## src/rtl/pipe_hazard_unit_pkg.sv

```systemverilog
// Shared encodings for the pipeline hazard unit:
// instruction codes, status codes, register IDs and FSM states.
package pipe_hazard_unit_pkg;

    localparam logic [7:0] IMRMOVL = 8'h5;
    localparam logic [7:0] IJXX    = 8'h7;
    localparam logic [7:0] IRET    = 8'h9;
    localparam logic [7:0] IPOPL   = 8'hB;

    localparam logic [7:0] SAOK = 8'h1;
    localparam logic [7:0] SHLT = 8'h2;
    localparam logic [7:0] SADR = 8'h3;
    localparam logic [7:0] SINS = 8'h4;

    localparam logic [7:0] RNONE = 8'hF;

    localparam logic [1:0] ST_RUN     = 2'd0;
    localparam logic [1:0] ST_MEMWAIT = 2'd1;
    localparam logic [1:0] ST_HALTED  = 2'd2;

endpackage

```

## src/rtl/pipe_perf_counter.sv

```systemverilog
// Saturating performance counter with synchronous reset.
// Ports: clk, rst, inc_i (count this cycle), cnt_o (current count).
module pipe_perf_counter #(
    parameter int CNT_W = 16
) (
    input  logic             clk,
    input  logic             rst,
    input  logic             inc_i,
    output logic [CNT_W-1:0] cnt_o
);

    logic [CNT_W-1:0] cnt_q, cnt_d;

    always_comb begin
        cnt_d = cnt_q;
        if (inc_i && (cnt_q != '1)) begin
            cnt_d = cnt_q + 1'b1;
        end
    end

    always_ff @(posedge clk) begin
        if (rst) begin
            cnt_q <= '0;
        end else begin
            cnt_q <= cnt_d;
        end
    end

    assign cnt_o = cnt_q;

endmodule

```

## src/rtl/pipe_hazard_unit.sv

```systemverilog
// Pipeline hazard/control unit: stage stall and bubble controls, data-memory wait FSM,
// sticky memory-timeout flag, and stall/bubble performance counters.
module pipe_hazard_unit
    import pipe_hazard_unit_pkg::*;
#(
    parameter int ICODE_W     = 8,
    parameter int REG_W       = 8,
    parameter int STAT_W      = 8,
    parameter int CNT_W       = 16,
    parameter int MEM_TIMEOUT = 64
) (
    input  logic               clk,
    input  logic               rst,
    input  logic [ICODE_W-1:0] D_icode_i,
    input  logic [ICODE_W-1:0] E_icode_i,
    input  logic [ICODE_W-1:0] M_icode_i,
    input  logic [REG_W-1:0]   d_srcA_i,
    input  logic [REG_W-1:0]   d_srcB_i,
    input  logic [REG_W-1:0]   E_dstM_i,
    input  logic               e_Cnd_i,
    input  logic [STAT_W-1:0]  m_stat_i,
    input  logic [STAT_W-1:0]  W_stat_i,
    input  logic               M_mem_req_i,
    input  logic               m_mem_ready_i,
    output logic               F_stall_o,
    output logic               D_stall_o,
    output logic               D_bubble_o,
    output logic               E_bubble_o,
    output logic               M_stall_o,
    output logic               M_bubble_o,
    output logic               W_stall_o,
    output logic               W_bubble_o,
    output logic               set_cc_o,
    output logic               halted_o,
    output logic               mem_fault_o,
    output logic [CNT_W-1:0]   stall_cnt_o,
    output logic [CNT_W-1:0]   bubble_cnt_o
);

    localparam int WAIT_W = $clog2(MEM_TIMEOUT + 1);

    logic [1:0]        state_q, state_d;
    logic [WAIT_W-1:0] wait_q, wait_d;
    logic              fault_q, fault_d;

    logic load_use, ret_haz, mispredict;
    logic w_exc, exc, mem_block;

    always_comb begin
        load_use   = ((E_icode_i == ICODE_W'(IMRMOVL)) ||
                      (E_icode_i == ICODE_W'(IPOPL))) &&
                     (E_dstM_i != REG_W'(RNONE)) &&
                     ((E_dstM_i == d_srcA_i) || (E_dstM_i == d_srcB_i));
        ret_haz    = (D_icode_i == ICODE_W'(IRET)) ||
                     (E_icode_i == ICODE_W'(IRET)) ||
                     (M_icode_i == ICODE_W'(IRET));
        mispredict = (E_icode_i == ICODE_W'(IJXX)) && !e_Cnd_i;
        w_exc      = (W_stat_i != STAT_W'(SAOK));
        exc        = (m_stat_i != STAT_W'(SAOK)) || w_exc;
        // A memory access holds the pipe until the cycle ready arrives;
        // on that cycle normal hazard handling resumes.
        mem_block  = (((state_q == ST_RUN) && M_mem_req_i) ||
                      (state_q == ST_MEMWAIT)) && !m_mem_ready_i;
    end

    always_comb begin
        state_d = state_q;
        wait_d  = wait_q;
        fault_d = fault_q;
        case (state_q)
            ST_RUN: begin
                if (M_mem_req_i && !m_mem_ready_i) begin
                    state_d = ST_MEMWAIT;
                    wait_d  = '0;
                end
            end
            ST_MEMWAIT: begin
                if (m_mem_ready_i) begin
                    state_d = ST_RUN;
                    wait_d  = '0;
                end else begin
                    wait_d = wait_q + 1'b1;
                    if (wait_q == WAIT_W'(MEM_TIMEOUT - 1)) begin
                        state_d = ST_HALTED;
                        fault_d = 1'b1;
                    end
                end
            end
            ST_HALTED: state_d = ST_HALTED;
            default:   state_d = ST_RUN;
        endcase
        if (w_exc) begin
            state_d = ST_HALTED;
        end
    end

    always_ff @(posedge clk) begin
        if (rst) begin
            state_q <= ST_RUN;
            wait_q  <= '0;
            fault_q <= 1'b0;
        end else begin
            state_q <= state_d;
            wait_q  <= wait_d;
            fault_q <= fault_d;
        end
    end

    always_comb begin
        F_stall_o  = 1'b0;
        D_stall_o  = 1'b0;
        D_bubble_o = 1'b0;
        E_bubble_o = 1'b0;
        M_stall_o  = 1'b0;
        M_bubble_o = 1'b0;
        W_stall_o  = 1'b0;
        W_bubble_o = 1'b0;
        set_cc_o   = 1'b0;
        halted_o   = 1'b0;
        if (rst) begin
            D_bubble_o = 1'b1;
            E_bubble_o = 1'b1;
            M_bubble_o = 1'b1;
        end else if (state_q == ST_HALTED) begin
            F_stall_o = 1'b1;
            D_stall_o = 1'b1;
            M_stall_o = 1'b1;
            W_stall_o = 1'b1;
            halted_o  = 1'b1;
        end else if (mem_block) begin
            F_stall_o  = 1'b1;
            D_stall_o  = 1'b1;
            M_stall_o  = 1'b1;
            W_bubble_o = 1'b1;
        end else begin
            set_cc_o = 1'b1;
            if (load_use) begin
                F_stall_o  = 1'b1;
                D_stall_o  = 1'b1;
                E_bubble_o = 1'b1;
            end else if (mispredict) begin
                D_bubble_o = 1'b1;
                E_bubble_o = 1'b1;
            end else if (ret_haz) begin
                F_stall_o  = 1'b1;
                D_bubble_o = 1'b1;
            end
            if (exc) begin
                set_cc_o   = 1'b0;
                M_bubble_o = 1'b1;
                W_stall_o  = w_exc;
            end
        end
    end

    assign mem_fault_o = fault_q;

    logic stall_inc, bubble_inc;

    // Counters hold their value once the pipe is frozen.
    assign stall_inc  = F_stall_o && (state_q != ST_HALTED);
    assign bubble_inc = (E_bubble_o || D_bubble_o) && (state_q != ST_HALTED);

    pipe_perf_counter #(.CNT_W(CNT_W)) u_stall_cnt (
        .clk   (clk),
        .rst   (rst),
        .inc_i (stall_inc),
        .cnt_o (stall_cnt_o)
    );

    pipe_perf_counter #(.CNT_W(CNT_W)) u_bubble_cnt (
        .clk   (clk),
        .rst   (rst),
        .inc_i (bubble_inc),
        .cnt_o (bubble_cnt_o)
    );

endmodule
```

## config.mk

```make
export PLATFORM = sky130hd
export DESIGN_NAME = pipe_hazard_unit
export DESIGN_NICKNAME = d
export VERILOG_FILES = /design/src/rtl/pipe_hazard_unit_pkg.sv /design/src/rtl/pipe_perf_counter.sv /design/src/rtl/pipe_hazard_unit.sv
export SDC_FILE = /design/constraint.sdc
export NUM_CORES = 1
export LEC_CHECK = 0
export BUFFER_PORTS_ARGS = -buffer_cell sky130_fd_sc_hd__buf_4
export CAP_MARGIN = 20
export CORE_MARGIN = 2
export CORE_UTILIZATION = 46
export CTS_CLUSTER_DIAMETER = 100
export CTS_CLUSTER_SIZE = 40
export DETAILED_ROUTE_END_ITERATION = 16
export GPL_TIMING_DRIVEN = 1
export HOLD_SLACK_MARGIN = 0.08
export PLACE_DENSITY = 0.88
export SKIP_LAST_GASP = 1
export SLEW_MARGIN = 0
export SYNTH_ARGS = -nofsm -noshare
export SYNTH_HDL_FRONTEND = slang
export SYNTH_SLANG_ARGS = --single-unit
```

## constraint.sdc

```tcl
create_clock -name clk -period 5.2 [get_ports clk]
set_input_delay 0.26 -clock clk [delete_from_list [all_inputs] [get_ports clk]]
set_output_delay 0.26 -clock clk [all_outputs]
set_load 0.01 [all_outputs]
```

Word level (Yosys, flattened, before mapping)
Index checks and enable logic that the tools add are counted.
Storage, ports and cells
  register bits: 42
  output and inout bits: 43
  word-level logic and storage cells: 104
Operators by class
  add/sub/neg operators: 3
  eq/ne operators: 21
  multiplexer cells: 47
  bitwise logic cells: 1
  reduce and logical (&&, ||, !) cells: 26
Operators with widths (number)
  $mux W1: 39
  $add A16 B1 Y16 const B: 2
  $eq A8 B4 Y1 const B: 4
  $ne A16 B16 Y1 const B: 2
  $eq A8 B3 Y1 const B: 2
  $eq A8 B8 Y1: 2
  $ne A8 B1 Y1 const B: 2
  $mux W7: 2
  $pmux W7 S2: 1
  $logic_and A1 B1 Y1: 10
  $mux W2: 4
  $ne A8 B4 Y1 const B: 1
  $add A7 B1 Y7 const B: 1
  $eq A7 B6 Y1 const B: 1
  $logic_or A1 B1 Y1: 7
  $ne A3 B2 Y1 const B: 2
  $pmux W2 S3: 1
  $reduce_and A2 Y1: 3
  $ne A4 B3 Y1 const B: 1
  $reduce_and A3 Y1: 1
  $eq A2 B1 Y1 const B: 1
  $eq A2 B2 Y1 const B: 1
  $logic_not A1 Y1: 2
  $logic_not A2 Y1: 1
  5 further kinds: 5

Depth between registers and ports, before layout
  depth after elaboration: 12
  depth in mapped cells: 8
  gate-level depth less buffers: 7

By module
Synthesis repeated with hierarchy kept, for this count alone.
Unflattened totals
  cell total of the unflattened synthesis: 318
  area, all modules: 2596.2 um^2
By module, submodules not included
  pipe_perf_counter: times used 2, cells each 99, area each 848.3 um^2, sequential area each 320.3 um^2
  pipe_hazard_unit: times used 1, cells each 120, area each 899.6 um^2, sequential area each 200.2 um^2

Worst setup path before layout
Ideal clock, no wire load.
  path kind: reg2reg
  start point: reg u_bubble_cnt.cnt_q[7], in the netlist u_bubble_cnt.cnt_o[7]
  end point: reg u_bubble_cnt.cnt_q[14], in the netlist u_bubble_cnt.cnt_o[14]
  arrival: 1.993 ns
  data required time: 5.130 ns
  path slack: 3.137 ns
  stages on the path, launching flop included: 9
  buffers on the path: 1
  period minus slack after synthesis: 2.063 ns
  cell sequence: dfxtp_1 and3_1 and3_4 and3_4 and3_1 buf_2 or3_4 or3_1 a21oi_1
On the way
  cells in the longest elaborated chain, start to end: 2
  elaborated cells on any way between the ends: 3
Ends and longest elaborated chain
  start: declaration: line pipe_perf_counter.sv:12  | logic [CNT_W-1:0] cnt_q, cnt_d;
  start signal: assignment: line pipe_perf_counter.sv:25  | cnt_q <= cnt_d;
  branches (longest 2 deep; another with $add A16 B1 Y16)
Several ways; the timed one is not identified.
A chain may end at the register's enable or synchronous reset.

Worst setup path after layout
  start point: reg u_bubble_cnt.cnt_q[6], in the netlist u_bubble_cnt.cnt_o[6]
  end point: reg u_bubble_cnt.cnt_q[9], in the netlist u_bubble_cnt.cnt_o[9]
Same word-level chain as after synthesis.

==> metrics.cfg <==
[detailed_routing]
vias_per_cell=5.487
wl_um=6836
drt_pre_antenna_iters=4
post_drt_wl_per_cell_um=14.04
num_vias=2672
detail-route-antenna-nets=0
route.detailed.drc=0
drt_iter0_markers=123

[run]
cap_violations=0

[yosys]
ys_ff_latch=42
syn-mean-instance-area_um2=8.449
yosysMostFrequentCell=dfxtp_1
ys_seq_area_share_pct=32.42
syn_area_mm2=0.002594
synth_edf_count=0
synth.largest_area_cell=dfxtp_1
synth_flop_cell=dfxtp_1
syn_inst=307
synthTopCellsByCount=dfxtp_1 (42), nor2_1 (38), xnor2_1 (25), nand2_1 (17)
ys_types=53
synth_area_leaders=dfxtp_1 (32%), xnor2_1 (8.4%), nor2_1 (5.5%), nand4_1 (3.9%), a21oi_1 (3.1%)
yosys_warnings=0
yosys.area.top_type_share_pct=32.42
synth_fp_nets=379
synth-async-reset-ratio_pct=0

[clocking]
cts_setup_buffers=0
clk_pin_slew_worst_paths_ns=0.08
htree_levels=2
clock_latency_ns=0.30
cts_buffer_depth=2
cts.sinks=42
cts_root_buf=clkbuf_8
cts_resized=0
cts_inserted_buffers=5
ctsHoldBuffers=0
cts_tree=yes

[setup_path]
required_ns=5.43
end_kind=flop
crit_arrival_ns=2.40
reg2reg_from=u_bubble_cnt.cnt_o[6]$_SDFFE_PP0P_
path_class=flop to flop
r2r_cells=7
cp_max_fo=8
regToRegSetupSlack_ns=3.03
worst_setup_path_start_kind=flop
crit-reg2reg-capture=u_bubble_cnt.cnt_o[9]$_SDFFE_PP0P_

[timing]
drv_slew=0
clock_skew_ns=0.006296
rsz0062_at_grt=no
whs_ns=0.2666
max-slew-margin-rel_pct=66.39
hold_viol_final=0
period_minus_slack_ns=2.173
setup_viol=0
worst_slew_pin_slew_ns=0.5042
setup-tns-final_ns=0
finalCritPeriodShare_pct=41.78
fmax_ghz=0.4602

[pwr]
p_leak_nw=1.439
switching_share_pct=23.39
switching_power_mw=0.1648
peakVddDrop_mv=0.09947
internal_power_mw=0.5397
power_density_mw_per_mm2=196.3
clkPwrFrac_pct=37.9
seqPwrFrac_pct=46.3
comb_power_share_pct=15.7
totalPowerFinal_mw=0.7045

[layout]
multi_input_area_mm2=0.001687
nFillCells=483
fin_nets=487
diodes=0
finalNonFillerCells=487
area_growth_pct=38.40
ff_latch_area_um2=840.8
drive_gt1_share_pct=33.98

[min_path]
hp-class=input port to flop
hold_path.startpoint=W_stat_i[6]
holdPathStages=4
min_to=state_q[0]$_SDFFE_PP0P_

[global_routing]
grt_overflow=0
grt_max_degree=53
grt.total_usage_pct=22.05
grt_first_pass_wirelength_um=11120
antenna_found_initial=0
grt_pass1_vias=2588

[die]
initial_core_util_pct=47.39
row_count=27
die_y_um=79.09
dieWidth_um=79.09
die_area_mm2=0.006255
core_area_mm2=0.005473
ioPinCount=112

[run_status]
status=finished clean

[place]
port_buffers=111
place_inst=480
dp_hpwl_um=5400
globalplace.congestion=0.8372

cell families after synthesis:
group | after synthesis | share of synthesized area [%]
fa+ha+maj | 3 | 1.447
compound gates | 41 | 10.03
flops | 42 | 32.42
mux | 12 | 5.161
simple gates | 162 | 38.25
buf+inv | 17 | 2.557
xor+xnor | 30 | 10.13
layout by cell type (no fill, tap or decap), drive strengths merged, types with 2 or more instances in the layout:
cell type  netlist  routed
nand2b           2       2
nand2           18      18
a21oi           17      17
nor4b            4       4
nor3             8       8
o21bai           2       2
nor2            41      41
nand3           14      14
a31oi            2       2
inv              7       7
or3             11      11
nand4           17      17
and4             2       2
nor4            10      10
and2             5       5
clkbuf           8       6
or4              3       3
and3             6       6
mux2             8       8
nor3b            2       2
o31ai            2       2
mux2i            4       4
nor2b           12      12
or4bb            2       2
dfxtp           42      42
ha               3       3
buf              2     111
o21ai           12      12
xor2             5       5
xnor2           25      25
registers in the layout, summed over array words and instances, names as in the netlist:
signal	flops
mem_fault_o	1
wait_q	7
u_stall_cnt.cnt_o	16
u_bubble_cnt.cnt_o	16
state_q	2
per-stage QoR:
step | setup WS, ns | util, % | cell area (um^2)
after floorplan | 3.137 | - | 2594
after CTS | 3.036 | 65.59 | 3590
after global placement | 2.933 | 63.53 | 3477
final | 3.027 | 65.59 | 3590
after global routing | 2.916 | 65.59 | 3590
after detailed placement | 2.874 | 63.53 | 3477
per-layer routing:
metal | GRT usage [%] | vias to the layer above | routed length (um)
li1 | - | 1328 | -
met1 | 23.62 | 1234 | 2697
met2 | 42.20 | 102 | 3529
met3 | 5.341 | 8 | 528
met4 | 6.724 | 0 | 80
met5 | 0 | - | 0
worst max path at each step:
stage	slack [ns]	end	startpoint	cells past startpoint
after CTS	3.04	u_bubble_cnt.cnt_o[14]$_SDFFE_PP0P_	u_bubble_cnt.cnt_o[6]$_SDFFE_PP0P_	7
after detailed placement	2.87	u_bubble_cnt.cnt_o[7]$_SDFFE_PP0P_	rst	7
after global placement	2.93	u_bubble_cnt.cnt_o[15]$_SDFFE_PP0P_	rst	7
after floorplan	3.14	u_bubble_cnt.cnt_o[14]$_SDFFE_PP0P_	u_bubble_cnt.cnt_o[7]$_SDFFE_PP0P_	8
final	3.03	u_bubble_cnt.cnt_o[9]$_SDFFE_PP0P_	u_bubble_cnt.cnt_o[6]$_SDFFE_PP0P_	7
after global routing	2.92	u_stall_cnt.cnt_o[8]$_SDFFE_PP0P_	state_q[0]$_SDFFE_PP0P_	7
worst max-delay path, cell delays in order (launching register included):
cell	delay (ns)
dfxtp_1	0.37
and3_1	0.21
and3_4	0.20
and3_4	0.19
and3_1	0.26
or3_4	0.39
or3_1	0.35
a21oi_1	0.14
cell type report:
type	count	share of cell area, %
inverters	7	0.7320
multi-input cells	248	46.99
clock inverters	1	0.8365
clock buffers	6	2.300
flip-flops and latches	42	23.42
repair buffers	111	23.21
well taps	72	2.510
power groups by stage:
stage	combinational [mW]	clock, mW	sequential (mW)
CTS	0.112	0.270	0.326
floorplan	0.0479	0	0.334
detailed placement	0.111	0	0.334
global route	0.120	0.283	0.327
finish	0.111	0.267	0.327
global placement	0.108	0	0.334
No activity file was read; power rests on OpenSTA's default activity.
